--- config.mk ---
export PLATFORM = sky130hd
export DESIGN_NAME = score_keeper
export DESIGN_NICKNAME = d
export VERILOG_FILES = /design/src/rtl/score_keeper.sv
export SDC_FILE = /design/constraint.sdc
export NUM_CORES = 1
export LEC_CHECK = 0
export BUFFER_PORTS_ARGS = -buffer_cell sky130_fd_sc_hd__buf_2
export CAP_MARGIN = 10
export CORE_ASPECT_RATIO = 1.1
export CORE_MARGIN = 3
export CORE_UTILIZATION = 58
export CTS_CLUSTER_SIZE = 24
export DETAILED_ROUTE_END_ITERATION = 12
export GPL_TIMING_DRIVEN = 0
export PLACE_DENSITY = 0.85
export SYNTH_ARGS = -nofsm -noshare
export SYNTH_HDL_FRONTEND = slang
export SYNTH_SLANG_ARGS = --single-unit
--- constraint.sdc ---
create_clock -name clk -period 3.06 [get_ports clk]
set_input_delay 0.765 -clock clk [delete_from_list [all_inputs] [get_ports clk]]
set_output_delay 0.765 -clock clk [all_outputs]
set_load 0.01 [all_outputs]
--- src/rtl/score_keeper.sv ---
// score_keeper: BCD run score, session high score, speed level, milestone pulse.
// Ports: clk, rst (sync, active-high), state[1:0] in; score, hi_score, level, new_hi, milestone out.
module score_keeper #(
  parameter int unsigned TICK_DIV  = 5000000,
  parameter int unsigned DIGITS    = 4,
  parameter int unsigned MS_DIGITS = 2,
  parameter int unsigned MAX_LEVEL = 7
) (
  input  logic                  clk,
  input  logic                  rst,
  input  logic [1:0]            state,
  output logic [4*DIGITS-1:0]   score,
  output logic [4*DIGITS-1:0]   hi_score,
  output logic [2:0]            level,
  output logic                  new_hi,
  output logic                  milestone
);

  localparam int unsigned SW = 4 * DIGITS;
  localparam int unsigned MW = 4 * MS_DIGITS;
  localparam int unsigned DW = (TICK_DIV > 2) ? $clog2(TICK_DIV) : 1;

  localparam logic [1:0] ST_INIT = 2'b00;
  localparam logic [1:0] ST_DEAD = 2'b01;
  localparam logic [1:0] ST_GAME = 2'b10;

  localparam logic [DW-1:0] DIV_LAST = DW'(TICK_DIV - 1);
  localparam logic [2:0]    LVL_MAX  = 3'(MAX_LEVEL);

  logic [SW-1:0] score_q, score_d;
  logic [SW-1:0] hi_q, hi_d;
  logic [2:0]    level_q, level_d;
  logic          new_hi_q, new_hi_d;
  logic          ms_q, ms_d;
  logic [DW-1:0] div_q, div_d;
  logic [1:0]    prev_q;

  logic          in_game;
  logic          in_dead;
  logic          in_init;
  logic          tick;

  logic [SW-1:0] score_inc;
  logic          saturated;
  logic          bump;
  logic          hit_ms;

  assign in_game = (state == ST_GAME);
  assign in_dead = (state == ST_DEAD);
  // 2'b11 is folded into Init
  assign in_init = !in_game && !in_dead;
  assign tick    = in_game && (div_q == DIV_LAST);

  // Ripple BCD +1; all-nines means the score is pinned
  always_comb begin
    logic       carry;
    logic [3:0] dig;
    carry     = 1'b1;
    dig       = '0;
    score_inc = '0;
    saturated = 1'b1;
    for (int i = 0; i < int'(DIGITS); i++) begin
      dig = score_q[4*i +: 4];
      if (dig != 4'd9) saturated = 1'b0;
      if (carry) begin
        if (dig == 4'd9) begin
          score_inc[4*i +: 4] = 4'd0;
        end else begin
          score_inc[4*i +: 4] = dig + 4'd1;
          carry = 1'b0;
        end
      end else begin
        score_inc[4*i +: 4] = dig;
      end
    end
  end

  assign bump   = tick && !saturated;
  assign hit_ms = bump && (score_inc[MW-1:0] == '0);

  always_comb begin
    score_d  = score_q;
    hi_d     = hi_q;
    level_d  = level_q;
    new_hi_d = new_hi_q;
    div_d    = div_q;
    ms_d     = 1'b0;
    unique case (1'b1)
      in_init: begin
        score_d  = '0;
        div_d    = '0;
        level_d  = '0;
        new_hi_d = 1'b0;
      end
      in_game: begin
        div_d = tick ? '0 : div_q + DW'(1);
        if (bump) score_d = score_inc;
        if (hit_ms) begin
          ms_d = 1'b1;
          if (level_q < LVL_MAX) level_d = level_q + 3'd1;
        end
      end
      in_dead: begin
        // Score is frozen here, so compare the registered value
        if (prev_q == ST_GAME) begin
          if (score_q > hi_q) begin
            hi_d     = score_q;
            new_hi_d = 1'b1;
          end else begin
            new_hi_d = 1'b0;
          end
        end
      end
      default: ;
    endcase
  end

  always_ff @(posedge clk) begin
    if (rst) begin
      score_q  <= '0;
      hi_q     <= '0;
      level_q  <= '0;
      new_hi_q <= 1'b0;
      ms_q     <= 1'b0;
      div_q    <= '0;
      prev_q   <= ST_INIT;
    end else begin
      score_q  <= score_d;
      hi_q     <= hi_d;
      level_q  <= level_d;
      new_hi_q <= new_hi_d;
      ms_q     <= ms_d;
      div_q    <= div_d;
      prev_q   <= state;
    end
  end

  assign score     = score_q;
  assign hi_score  = hi_q;
  assign level     = level_q;
  assign new_hi    = new_hi_q;
  assign milestone = ms_q;

endmodule

* Word-level counts from Yosys, hierarchy flattened
Cells that the tools add are included.
** Operators by class
- Multiplexer cells :: 27
- Reductions and logical operators :: 17
- Add/subtract/negate cells :: 6
- Order comparisons :: 2
- Bitwise operators :: 1
- Equal/unequal tests :: 18
** Operators with widths (count)
- $pmux 23 s2 :: 1
- $pmux 16 s2 :: 1
- $mux 4 :: 7
- $add 23x1->23 const B :: 1
- $eq 23x23->1 const B :: 1
- $mux 23 :: 1
- $add 4x1->4 const B :: 4
- $eq 4x4->1 const B :: 4
- $gt 16x16->1 :: 1
- $mux 16 :: 1
- $ne 4x4->1 const B :: 4
- $mux 1 :: 12
- $ne 2x1->1 const B :: 6
- $reduce_and 3->1 :: 4
- $logic_not 8->1 :: 1
- $mux 3 :: 2
- $pmux 3 s2 :: 1
- $eq 2x2->1 const B :: 2
- $logic_and 1x1->1 :: 4
- $reduce_and 2->1 :: 2
- $reduce_bool 2->1 :: 2
- $add 3x1->3 const B :: 1
- $logic_not 1->1 :: 3
- $lt 3x3->1 const B :: 1
- other kinds (4) :: 4
** Word-level totals
- Output and inout bits :: 37
- Register bits :: 62
- Word-level logic and storage cells :: 80
- Input port bits :: 4

* Depth between registers and ports, before layout
- Depth in word-level cells :: 10
- Depth in mapped cells :: 10
- Depth with buffers taken out :: 8

* Least setup slack after synthesis
Ideal clock, no wire load.
- Path type :: input-to-reg
- Start :: input port state[0]
- End :: register div_q[20]
- Path slack :: 723 ps
- Required time :: 2943 ps
- Buffers on the path :: 0
- Setup time :: 117 ps
- Cell stages on the path :: 6
- Arrival :: 2220 ps
- Cell sequence :: nor2b_1 > or4b_2 > or2_2 > nor3_1 > xnor2_1 > nor2_1
** Between the ends
- Word-level cells in the longest chain between the ends :: 4
- Elaborated cells between the ends (all ways) :: 9
- Classes of those cells :: 2 x eq/ne; 2 x mux; 5 x reduce/logical
** Ends and longest elaborated chain
- start: declaration :: line 11 : input logic [1:0] state,
- $eq 2x2->1 or $eq 2x1->1 (tied branches) :: line 48, 49
- $logic_and 1x1->1 or $logic_not 1->1 (tied branches) :: line 52, 51
- $mux 23 or $logic_and 1x1->1 (tied branches) :: line 96, 51
- $pmux 23 s2 or $reduce_bool 2->1 (tied branches)
- end signal: assignment :: line 133 : div_q <= div_d;
- end: declaration :: line 35 : logic [DW-1:0] div_q, div_d;
Several ways; a longest one is shown, not always the timed one.
A chain may end at the register's enable or synchronous reset.

* Worst setup path in the final report
- Start :: register div_q[0]
- End :: register div_q[11]
** Between the ends
- Word-level cells in the longest chain between the ends :: 4
- Elaborated cells between the ends (all ways) :: 5
- Classes of those cells :: 1 x add/sub; 1 x eq/ne; 2 x mux; 1 x reduce/logical
** Ends and longest elaborated chain
- parallel branches: the longest is 2 deep, another holds $add 23x1->23
- $mux 23 (*) :: line 96 : div_d = tick ? '0 : div_q + DW'(1);
- $pmux 23 s2 (*) :: line 88 : unique case (1'b1)
Mark *: on every way between the ends.

==> key figures <==
Run status
  – Status: complete, no violations

Power and ir drop
  – Leak: 0.00156 uW
  – PwrDens: 428 nW/um^2
  – Worst IR Drop VDD: 249 uV

STA
  – Worst slew pin tran: 0.780 ns
  – Max-slew headroom: 0.473
  – Final hold viol count: 0
  – RSZ-0062 raised after global routing: false
  – Max-slew violations: 0
  – Setup violators final: 0
  – Tcrit/Tclk final: 0.885
  – Hold Slack: 0.471 ns
  – Final critical-path required period: 2.71 ns
  – Setup total negative slack: 0 ns
  – Max Clk Rate: 369 MHz
  – Final Skew: 0.00905 ns

Clocking
  – Clock Pin Slew Worst Setup and Hold Paths: 0.07 ns
  – CTS max path bufs: 2
  – CTS-repair resized insts: 0
  – # hold bufs at CTS: 0
  – Clock sinks: 62
  – CTS root buf: clkbuf_8
  – H-tree depth: 3
  – Later-pin clock latency in the skew report: 0.35 ns
  – Post-CTS Setup Inserts: 0
  – CTS buffer count: 9
  – CTS tree: yes

Final layout
  – Area of the multi-input gates: 2080 um^2
  – Post-layout util: 0.692
  – Fill count: 492
  – Sequential cell area: 1240 um^2
  – P&R area growth vs syn: 15.2%
  – # diodes: 0
  – NumNets Final: 511
  – Fin cells: 567
  – Layout cell share with drive strength beyond 1: 0.139

Detailed routing
  – Final ANT Viol Nets: 0
  – Initial DRC count: 306
  – Total wire length: 8380 um
  – Vias: 3307
  – Drt pass-1 iters: 4
  – Routed vias/inst: 5.83
  – Post-route DRC: 0
  – WL per Instance: 14.8 um

Synth
  – Post-synth EDFFs: 0
  – Mapped Cells: 434
  – Yosys warning count: 0
  – Main area contributors after synthesis: dfxtp_1 36%, ha_1 7.9%, nand2_1 6.6%
  – Mapped Nets: 460
  – Synthesized area: 3490 um^2
  – Yosys top cell area share: 0.356
  – Most common cell in the netlist: dfxtp_1
  – Asr flop ratio synth: 0
  – Top_reg_cell synth: dfxtp_1
  – Synth cell types: 55
  – Sequential area share after synthesis: 0.356
  – Area leader, netlist: dfxtp_1
  – Synth cell count leaders: 62 x dfxtp_1, 61 x nand2_1, 47 x nor2_1
  – #FFs+latches synth: 62
  – Synthesized area per cell: 8.04 um^2

Die
  – Io pins: 41
  – Die X: 79.9 um
  – Die area: 6980 um^2
  – Total core area: 5810 um^2
  – Rows: 29
  – Initial Utilization: 0.601
  – Die Y: 87.3 um

Setup path
  – Crit path kind: reg2reg
  – Crit path DAT: 2.94 ns
  – Worst-path cell chain: ha_1 > inv_1 > or4_4 > o21ai_1 > inv_1 > o21ai_2 > buf_2 > nor2_1
  – CP required: 3.29 ns
  – Critical path depth: 8
  – CP max stage delay: 0.58 ns
  – CP Buf/Inv Count: 3
  – R2r worst-path depth: 8
  – Critical path's slowest cell: or4_4
  – Worst R2R Start: div_q[0]
  – Crit path max-delay family: compound AO/OA/AOI/OAI gates
  – Worst setup SP type: register
  – CP max FO: 10
  – CP Launch Point: div_q[0]
  – Worst Setup End Kind: register
  – CP most frequent cell: inv_1

Placed design
  – Placed Cells: 551
  – DP HPWL: 6030 um
  – Port buffer count: 40
  – Placer Congestion: 0.963

Job
  – Max_cap viols: 0

Min path
  – Hold Path Stages: 2
  – Hold Path Class: reg2reg
  – Min-Delay Startpoint: hi_score[4]

Global route
  – Vias in the first global route: 3046
  – First-pass GRT wire length: 13700 um
  – Largest net degree at the start of global routing: 11
  – Initial antenna violation count: 0
  – GRT Total Usage: 0.248
  – Grt ovf: 0
## cell type report
| type | count | area share |
|---|---|---|
| tap | 77 | 0.0240 |
| clock inverter | 3 | 0.0162 |
| buffer | 19 | 0.0181 |
| multi-input combinational | 328 | 0.518 |
| clock buffer | 13 | 0.0420 |
| inverter | 25 | 0.0233 |
| timing repair buffer | 40 | 0.0498 |
| sequential | 62 | 0.309 |
## worst min-delay path: stages, from the launching register on
cell	delay (ns)
dfxtp_1	0.32
nand2_1	0.05
mux2i_1	0.05
## sequential cells by signal, summed over array words and instances, names as in the netlist
register	flops
new_hi	1
div_q	23
score	16
hi_score	16
prev_q	2
level	3
milestone	1
## logic make-up (layout without fill, tap and decap cells)
logic type,Yosys count,count (layout),synth area share
AOI/OAI and AO/OA,62,62,0.109
xor gates and xnor gates,19,19,0.0477
adders and majority gates,22,22,0.0789
buffers and inverters,44,100,0.0477
DFF,62,62,0.356
muxes,20,20,0.0581
and+or+nand+nor,205,205,0.302
## cell usage in the layout, fill, tap and decap left out, types with 3 or more instances in the layout
cell      count
nand2b_1      3
a211oi_1      3
nor2b_1       9
clkbuf_1     16
xnor2_1       8
inv_1        25
nand4b_1      3
buf_1         3
buf_2        41
mux2i_1      18
xor2_1       11
nand3_1      21
nor2_1       47
nand4_1      15
ha_1         22
or4_1         3
nor4b_1       6
a21oi_1      26
o21ai_0       9
a21o_1        4
and3_1        4
dfxtp_1      62
nor3b_1       3
clkbuf_8     12
nand2_1      61
nor3_1       10
## report_power, final
group	switching [uW]	leakage [uW]	internal (uW)
Sequential	2.91	0.000500	810
Combinational	50.3	0.000944	16.2
Clock	318	0.000120	525
## metrics by stage
stage | power (uW) | area, um^2 | worst slack (ns)
after floorplan | 872 | 3490 | 0.723
after global routing | 1770 | 4020 | 0.124
after detailed placement | 896 | 3780 | 0.275
after CTS | 1720 | 4020 | 0.337
after global placement | 894 | 3780 | 0.282
final | 1720 | 4020 | 0.351
## layer usage
layer / GRT usage / wire length, um / up-vias
met5: 0 / 0 / -
li1: - / - / 1619
met1: 0.283 / 3490 / 1550
met4: 0.121 / 228 / 0
met3: 0.0404 / 454 / 24
met2: 0.445 / 4200 / 114
## path summary, 6_finish.rpt
path | end | slack, ns
setup / recovery | div_q[11] | 0.35
hold / removal | hi_score[4] | 0.47
setup reg to reg | div_q[11] | 0.35
hold reg to reg | hi_score[4] | 0.47
Power figures use the tool's default switching activity.
